<file path="src/rtl/wb_sequencer_if.sv">
// Data-memory bus between the writeback sequencer (master) and the data memory (slave).
// A level request is held until the memory acknowledges it; load data is valid with the ack.
interface wb_sequencer_if;
  logic        mem_req;
  logic        mem_we;
  logic [31:0] mem_addr;
  logic [31:0] mem_wdata;
  logic        mem_ack;
  logic [31:0] mem_rdata;

  modport master (
    output mem_req, mem_we, mem_addr, mem_wdata,
    input  mem_ack, mem_rdata
  );

  modport slave (
    input  mem_req, mem_we, mem_addr, mem_wdata,
    output mem_ack, mem_rdata
  );
endinterface

</file>
<file path="src/rtl/wb_sequencer.sv">
// Memory-access / writeback sequencer: IDLE -> (MEM) -> WB for loads, stores and ALU ops.
// Optional ack timeout is compiled in with `define WB_SEQ_TIMEOUT_EN.
module wb_sequencer #(
  parameter int unsigned TIMEOUT_CYCLES = 16
) (
  input  logic                  clk,
  input  logic                  rst_n,
  input  logic                  instr_valid,
  input  logic                  MemRead,
  input  logic                  MemWrite,
  input  logic                  RegWrite_in,
  input  logic [31:0]           ALUResult,
  input  logic [31:0]           StoreData,
  input  logic [4:0]            WriteReg,
  wb_sequencer_if.master        memBus,
  output logic                  stall,
  output logic                  MemtoReg,
  output logic                  RegWrite,
  output logic [31:0]           WriteData,
  output logic [4:0]            WriteRegOut,
  output logic                  timeout_err
);

  typedef enum logic [1:0] {
    IDLE = 2'd0,
    MEM  = 2'd1,
    WB   = 2'd2
  } seqState_t;

  seqState_t   state,       stateNext;
  logic        memReq,      memReqNext;
  logic        memWe,       memWeNext;
  logic [31:0] memAddr,     memAddrNext;
  logic [31:0] memWdata,    memWdataNext;
  logic        memtoReg,    memtoRegNext;
  logic        regWrite,    regWriteNext;
  logic [31:0] writeData,   writeDataNext;
  logic [4:0]  writeRegOut, writeRegOutNext;
  logic [4:0]  capReg,      capRegNext;
  logic        timeoutHit;

  // Destination of an outstanding load is parked in capReg so WriteRegOut
  // only moves when a writeback actually happens.
  always_comb begin
    // NOTE: every signal gets a default first, so no path through the case
    // leaves one unassigned and no latch is inferred.
    stateNext       = state;
    memReqNext      = memReq;
    memWeNext       = memWe;
    memAddrNext     = memAddr;
    memWdataNext    = memWdata;
    memtoRegNext    = memtoReg;
    regWriteNext    = 1'b0;
    writeDataNext   = writeData;
    writeRegOutNext = writeRegOut;
    capRegNext      = capReg;

    unique case (state)
      IDLE: begin
        if (instr_valid) begin
          if (MemRead) begin
            memReqNext  = 1'b1;
            memWeNext   = 1'b0;
            memAddrNext = ALUResult;
            capRegNext  = WriteReg;
            stateNext   = MEM;
          end else if (MemWrite) begin
            memReqNext   = 1'b1;
            memWeNext    = 1'b1;
            memAddrNext  = ALUResult;
            memWdataNext = StoreData;
            stateNext    = MEM;
          end else if (RegWrite_in) begin
            memtoRegNext    = 1'b0;
            writeDataNext   = ALUResult;
            writeRegOutNext = WriteReg;
            regWriteNext    = (WriteReg != 5'd0);
            stateNext       = WB;
          end
        end
      end

      MEM: begin
        if (memBus.mem_ack) begin
          memReqNext = 1'b0;
          if (!memWe) begin
            memtoRegNext    = 1'b1;
            writeDataNext   = memBus.mem_rdata;
            writeRegOutNext = capReg;
            regWriteNext    = (capReg != 5'd0);
            stateNext       = WB;
          end else begin
            stateNext = IDLE;
          end
        end else if (timeoutHit) begin
          memReqNext = 1'b0;
          stateNext  = IDLE;
        end
      end

      WB: begin
        stateNext = IDLE;
      end

      default: begin
        stateNext  = IDLE;
        memReqNext = 1'b0;
      end
    endcase
  end

  always_ff @(posedge clk) begin
    // NOTE: state registers use non-blocking assignments so every flop samples
    // the pre-edge values, independent of statement order.
    if (!rst_n) begin
      state       <= IDLE;
      memReq      <= 1'b0;
      memWe       <= 1'b0;
      memAddr     <= 32'd0;
      memWdata    <= 32'd0;
      memtoReg    <= 1'b0;
      regWrite    <= 1'b0;
      writeData   <= 32'd0;
      writeRegOut <= 5'd0;
      capReg      <= 5'd0;
    end else begin
      state       <= stateNext;
      memReq      <= memReqNext;
      memWe       <= memWeNext;
      memAddr     <= memAddrNext;
      memWdata    <= memWdataNext;
      memtoReg    <= memtoRegNext;
      regWrite    <= regWriteNext;
      writeData   <= writeDataNext;
      writeRegOut <= writeRegOutNext;
      capReg      <= capRegNext;
    end
  end

`ifdef WB_SEQ_TIMEOUT_EN
  localparam logic [7:0] TIMEOUT_LAST = 8'(TIMEOUT_CYCLES - 1);

  logic [7:0] waitCnt;
  logic       timeoutErr;

  // waitCnt holds the number of ack-less MEM cycles already spent, so the
  // abort fires during the TIMEOUT_CYCLES-th one; an ack that cycle wins.
  assign timeoutHit = (state == MEM) && !memBus.mem_ack && (waitCnt == TIMEOUT_LAST);

  always_ff @(posedge clk) begin
    if (!rst_n) begin
      waitCnt    <= 8'd0;
      timeoutErr <= 1'b0;
    end else begin
      if ((state == MEM) && !memBus.mem_ack) begin
        waitCnt <= waitCnt + 8'd1;
      end else begin
        waitCnt <= 8'd0;
      end
      if (timeoutHit) begin
        timeoutErr <= 1'b1;
      end
    end
  end

  assign timeout_err = timeoutErr;
`else
  // Never true for the legal parameter range, so MEM waits for ack forever.
  assign timeoutHit  = (TIMEOUT_CYCLES == 0);
  assign timeout_err = 1'b0;
`endif

  assign stall            = (state != IDLE);
  assign memBus.mem_req   = memReq;
  assign memBus.mem_we    = memWe;
  assign memBus.mem_addr  = memAddr;
  assign memBus.mem_wdata = memWdata;
  assign MemtoReg         = memtoReg;
  assign RegWrite         = regWrite;
  assign WriteData        = writeData;
  assign WriteRegOut      = writeRegOut;

endmodule

</file>
<file path="src/flat_wrapper.sv">
// flat-port wrapper written by rule: the top's interface ports become plain ports
module wb_sequencer_flat 
#(
  parameter int unsigned TIMEOUT_CYCLES = 16
)
  (clk, rst_n, instr_valid, MemRead, MemWrite, RegWrite_in, ALUResult, StoreData, WriteReg, stall, MemtoReg, RegWrite, WriteData, WriteRegOut, timeout_err, memBus_mem_req, memBus_mem_we, memBus_mem_addr, memBus_mem_wdata, memBus_mem_ack, memBus_mem_rdata);
  wb_sequencer_if memBus_i ();
  input  logic clk;
  input  logic rst_n;
  input  logic instr_valid;
  input  logic MemRead;
  input  logic MemWrite;
  input  logic RegWrite_in;
  input  logic [31:0] ALUResult;
  input  logic [31:0] StoreData;
  input  logic [4:0] WriteReg;
  output logic stall;
  output logic MemtoReg;
  output logic RegWrite;
  output logic [31:0] WriteData;
  output logic [4:0] WriteRegOut;
  output logic timeout_err;
  output wire logic [$bits(memBus_i.mem_req)-1:0] memBus_mem_req;
  output wire logic [$bits(memBus_i.mem_we)-1:0] memBus_mem_we;
  output wire logic [$bits(memBus_i.mem_addr)-1:0] memBus_mem_addr;
  output wire logic [$bits(memBus_i.mem_wdata)-1:0] memBus_mem_wdata;
  input wire logic [$bits(memBus_i.mem_ack)-1:0] memBus_mem_ack;
  input wire logic [$bits(memBus_i.mem_rdata)-1:0] memBus_mem_rdata;
  assign memBus_mem_req = memBus_i.mem_req;
  assign memBus_mem_we = memBus_i.mem_we;
  assign memBus_mem_addr = memBus_i.mem_addr;
  assign memBus_mem_wdata = memBus_i.mem_wdata;
  assign memBus_i.mem_ack = memBus_mem_ack;
  assign memBus_i.mem_rdata = memBus_mem_rdata;
  wb_sequencer #(.TIMEOUT_CYCLES(TIMEOUT_CYCLES)) u_core (.clk(clk), .rst_n(rst_n), .instr_valid(instr_valid), .MemRead(MemRead), .MemWrite(MemWrite), .RegWrite_in(RegWrite_in), .ALUResult(ALUResult), .StoreData(StoreData), .WriteReg(WriteReg), .memBus(memBus_i), .stall(stall), .MemtoReg(MemtoReg), .RegWrite(RegWrite), .WriteData(WriteData), .WriteRegOut(WriteRegOut), .timeout_err(timeout_err));
endmodule
</file>
<file path="config.mk">
export PLATFORM = sky130hd
export DESIGN_NAME = wb_sequencer_flat
export DESIGN_NICKNAME = d
export VERILOG_FILES = /design/src/rtl/wb_sequencer_if.sv /design/src/rtl/wb_sequencer.sv /design/src/flat_wrapper.sv
export SDC_FILE = /design/constraint.sdc
export NUM_CORES = 1
export LEC_CHECK = 0
export ABC_AREA = 1
export CORE_MARGIN = 2
export CORE_UTILIZATION = 30
export DETAILED_ROUTE_END_ITERATION = 8
export DONT_BUFFER_PORTS = 1
export REMOVE_ABC_BUFFERS = 1
export SETUP_SLACK_MARGIN = 0.1
export SKIP_CTS_REPAIR_TIMING = 1
export SYNTH_ARGS = -nofsm -noshare
export SYNTH_HDL_FRONTEND = slang
export SYNTH_SLANG_ARGS = --single-unit
</file>
<file path="constraint.sdc">
create_clock -name clk -period 3.13 [get_ports clk]
set_input_delay 0.313 -clock clk [delete_from_list [all_inputs] [get_ports clk]]
set_output_delay 0.313 -clock clk [all_outputs]
set_load 0.005 [all_outputs]
</file>
-- Yosys cells after proc, flatten, opt, wreduce, memory -nomap -nowiden
Cells that the tools add are included.
- register bits: 112
- input port bits: 108
- output and inout port bits: 107
- logic and storage cells: 77
- equality and inequality tests: 10
- multiplexer cells: 43
- bitwise gates (word level): 2
- reductions and logical operators: 12
- operators by type and width (kind ; count):
    32-bit two-way mux ; 8
    32-bit case mux with 2 select lines ; 1
    5-bit two-way mux ; 6
    1-bit two-way mux ; 17
    2-bit two-way mux ; 6
    2-bit inequality test, second input constant ; 6
    5-bit case mux with 2 select lines ; 1
    5-bit nonzero test ; 2
    3-bit AND reduction ; 3
    4-bit AND reduction ; 2
    7-bit AND reduction ; 1
    2-bit nonzero test ; 3
    4-bit inequality test, second input constant ; 1
    1-bit case mux with 2 select lines ; 2
    2-bit case mux with 2 select lines ; 1
    3-bit inequality test, second input constant ; 1
    1-bit case mux with 3 select lines ; 1
    2-bit by 1-bit == test with 1-bit output, second input constant ; 1
    2-bit == test, second input constant ; 1
    2-bit zero test ; 1
    1-bit inverter ; 2

-- Logic depth before layout (Yosys ltp)
- word-level depth: 6
- depth in mapped cells: 10
- depth with buffers taken out: 8

-- Worst setup path before layout
No wires, ideal clock.
- path type: reg2reg
- start point: reg u_core.state[0]
- end point: reg u_core.writeData[10], in the netlist u_core.WriteData[10]
- setup time: 0.113 ns
- arrival time: 1.194 ns
- required time: 3.017 ns
- slack: 1.824 ns
- cell stages (with the launch flop): 11
- path buffers: 3
- period minus slack after synthesis: 1.306 ns
- cells stage by stage: dfxtp_1 > buf_2 > nor2_4 > nand2_1 > nand2_1 > nor2_2 > buf_6 > buf_6 > nand2_1 > nand2_1 > nor2_1
- longest elaborated chain between the ends: 3
- elaborated cells between the ends (all ways): 11
- classes of those cells: eq/ne: 7; mux: 1; reduce/logical: 3
- RTL lines (what ; line ; source):
    from (decl) ; wb_sequencer.sv:30 ; seqState_t state, stateNext;
    from (signal assigned) ; wb_sequencer.sv:127 ; state <= stateNext;
    2-bit by 1-bit == test with 1-bit output / 2-bit zero test (equally long branches) ; wb_sequencer.sv:58 ; unique case (state)
    2-bit inequality test (no source line) / 2-bit nonzero test (equally long branches) ; -- ;
    7-bit AND reduction (no source line) ; -- ;
    to (signal assigned) ; wb_sequencer.sv:134 ; writeData <= writeDataNext;
    to (decl) ; wb_sequencer.sv:37 ; logic [31:0] writeData, writeDataNext;
Parallel ways exist; a longest one is shown, timed or not.
A chain may end at the register's enable or synchronous reset.

-- Final worst setup path
- start point: reg u_core.state[0]
- end point: reg u_core.writeRegOut[2], in the netlist u_core.WriteRegOut[2]
- longest elaborated chain between the ends: 3
- elaborated cells between the ends (all ways): 11
- classes of those cells: eq/ne: 7; mux: 1; reduce/logical: 3
- RTL lines (what ; line ; source):
    2-bit by 1-bit == test with 1-bit output / 2-bit zero test (equally long branches) ; wb_sequencer.sv:58 ;
    2-bit inequality test (no source line) / 2-bit nonzero test (equally long branches) ; -- ;
    7-bit AND reduction (no source line) ; -- ;
    to (signal assigned) ; wb_sequencer.sv:135 ; writeRegOut <= writeRegOutNext;
    to (decl) ; wb_sequencer.sv:38 ; logic [4:0] writeRegOut, writeRegOutNext;
Parallel ways exist; a longest one is shown, timed or not.

==> results.json <==
{
  "grt_pass1_vias": 3401,
  "core_sq_um": 15300,
  "startpoint": "u_core.state[0]$_SDFFE_PN0P_",
  "crit_cells": 7,
  "htree_levels": 3,
  "ir_worst_vdd_v": 0.000247,
  "leakage_nw": 2.26,
  "p_total_mw": 3.24,
  "place_congestion": 0.727,
  "hold_viol": 0,
  "avgSynthCellArea_sq_um": 6.79,
  "cts_tree": "yes",
  "worstSetupPathType": "reg2reg",
  "place.detailed.hpwl_um": 8650,
  "cts-root-buf": "clkbuf_16",
  "synthAdderAreaFrac_pct": 0,
  "synth_xor_area_share_pct": 0,
  "cpMostUsedCell": "nand2_1",
  "worstPathRequired_ns": 3.42,
  "drive_gt1_share_pct": 4.75,
  "seq_power_share_pct": 51.4,
  "report.final.slew_viol_count": 0,
  "viasPerCell": 4.43,
  "clock-sinks": 112,
  "finalCriticalPeriod_ns": 2.02,
  "netlist-cell-type-count": 21,
  "rows": 45,
  "wirelength_um": 12600,
  "combPwrFrac_pct": 12.5,
  "p_switching_mw": 0.896,
  "power_density_nw_per_um2": 633,
  "die_w_um": 130,
  "setup_viol": 0,
  "reg2reg_depth": 7,
  "timing.rr.end": "u_core.WriteRegOut[2]$_SDFFE_PN0P_",
  "rr_startpoint": "u_core.state[0]$_SDFFE_PN0P_",
  "io_pins": 215,
  "globalRouteTotalUtil_pct": 14.4,
  "period_share_pct": 64.5,
  "slowest_delay_ns": 0.60,
  "power.share.clock_pct": 36.2,
  "synth_top_area_cell": "dfxtp_1",
  "cpMaxStageDelayCell": "nand2_2",
  "fill_cells": 1684,
  "drt-initial-drc-count": 216,
  "synth_area_leaders": "dfxtp_1 47%, nand2_1 12%, nor2_1 11%",
  "final_cell_area_sq_um": 5110,
  "p_sw_share_pct": 27.7,
  "synth.cell_area_sq_um": 4730,
  "yosys_warnings": 0,
  "setup.worst_path.start_class": "flip-flop",
  "grt_overflow": 0,
  "cp-end-kind": "flip-flop",
  "ys_seq_elements": 112,
  "path_cells": "buf_4 -> nand2_2 -> o21ai_0 -> inv_1 -> nand2_1 -> nand2_1 -> nor2_1",
  "vias": 3917,
  "numCtsBuffers": 9,
  "cp_max_fo": 43,
  "min_path_type": "in2reg",
  "wl_per_cell_um": 14.3,
  "mostFrequentLayoutCells": "153 x nand2_1, 143 x nor2_1, 111 x dfxtp_1",
  "arrival_ns": 2.31,
  "fin_setup_tns_ns": 0,
  "cp_num_buf_inv": 2,
  "synth_compound_area_share_pct": 12.4,
  "ant_nets": 0,
  "dp_slack_ns": 1.09,
  "relSlewSlack_pct": 42.0,
  "rsz0062_at_grt": "no",
  "fp.dieArea_sq_um": 16800,
  "clkTransAtPathRegs_ns": 0.07,
  "outcome": "complete, no violations",
  "finClkSkew_ns": 0.00759,
  "antenna-diode-count": 0,
  "cap_viol_max_count": 0,
  "insertion_delay_ns": 0.35,
  "io_buffers": 0,
  "critical-path-top-delay-family": "simple AND/OR/NAND/NOR gates",
  "syn_inst": 697,
  "synth_top_family_by_area": "simple AND/OR/NAND/NOR gates",
  "grt_pass1_wl_um": 18700,
  "intPower_mw": 2.34,
  "first_pass_iters": 4,
  "layout.nets": 777,
  "layout_commonest_cell": "nand2_1",
  "grt_antenna_before_repair": 0,
  "clock.fmax_mhz": 496,
  "fin_ws_ns": 1.11,
  "ctsLongestPathBuffers": 2,
  "grt_max_degree": 108,
  "critPathCapture": "u_core.WriteRegOut[2]$_SDFFE_PN0P_",
  "muxShareOfSynthArea_pct": 0,
  "start_util_pct": 30.9,
  "synthSimpleGateAreaFrac_pct": 28.7,
  "holdWs_ns": 0.107,
  "reg2reg_setup_slack_ns": 1.11,
  "place_area_sq_um": 4810,
  "drc": 0,
  "worstMarginPinSlew_ns": 0.867,
  "yosysSeqAreaShare_pct": 47.4,
  "post-synth-top-area-fraction_pct": 47.4,
  "die_h_um": 130,
  "synthToLayoutAreaGrowth_pct": 7.95
}
## power groups by stage
stage	registers, mW	clock network (mW)	logic (mW)
2_1_floorplan	1.67	0	0.322
3_3_place_gp	1.70	0	0.404
3_5_place_dp	1.70	0	0.410
4_1_cts	1.67	1.22	0.411
5_1_grt	1.68	1.27	0.477
6_report	1.66	1.17	0.403
## sequential cells by signal, indices dropped and copies added, names as in the netlist
signal                   flops
u_core.WriteData            32
u_core.memBus.mem_addr      32
u_core.memBus.mem_wdata     32
u_core.WriteRegOut           5
u_core.capReg                5
u_core.state                 2
u_core.MemtoReg              1
u_core.RegWrite              1
u_core.memBus.mem_req        1
u_core.memBus.mem_we         1
## synthesized netlist by cell type (all sizes together)
master and number:
buf 27, dfxtp 112, nand3b 1, inv 80, nand4 2, conb 1
nor2 145, nor3 3, nand3 35, clkbuf 18, o21ai 75, a21oi 42
nand2 154, or2 2
## routing by layer
layer | track usage (%) | part of all wire (%) | vias up
li1 | - | - | 2087
met1 | 17.2 | 42 | 1693
met2 | 22.8 | 46 | 114
met3 | 5.70 | 9.0 | 23
met4 | 6.70 | 2.8 | 0
met5 | 0 | 0 | -
## worst min-delay path by stage
stage                                                          end                                    from  slack (ns)  cells after the start
after floorplan                   u_core.WriteData[0]$_SDFFE_PN0P_                                   rst_n        0.43                      2
after global placement      u_core.memBus.mem_addr[2]$_SDFFE_PN0P_  u_core.memBus.mem_addr[2]$_SDFFE_PN0P_        0.45                      2
after detailed placement         u_core.WriteData[10]$_SDFFE_PN0P_                                   rst_n        0.45                      2
after CTS                       u_core.WriteRegOut[0]$_SDFFE_PN0P_                                   rst_n        0.07                      2
after global routing      u_core.memBus.mem_wdata[25]$_SDFFE_PN0P_                                   rst_n        0.09                      2
final                     u_core.memBus.mem_wdata[20]$_SDFFE_PN0P_                                   rst_n        0.11                      2
## area by class of cell
type,instances,area [sq um],area share (%)
flip-flops and latches,112,2240,43.9
clock inverters,6,58.8,1.15
clock buffers,10,239,4.68
well taps,211,264,5.17
repair buffers,6,45.0,0.881
multi-input cells,460,1960,38.4
inverters,80,300,5.88
## logic make-up after synthesis
family	after synthesis
DFF	112
AOI/OAI and AO/OA	117
other	1
and+or+nand+nor	342
buffers and inverters	125
## per-stage QoR
stage	utilization [%]	std cells
after floorplan	-	652
after global placement	31.4	869
after detailed placement	31.4	869
after CTS	33.4	885
after global routing	33.4	885
final	33.4	885
No activity file was read; power rests on OpenSTA's default activity.
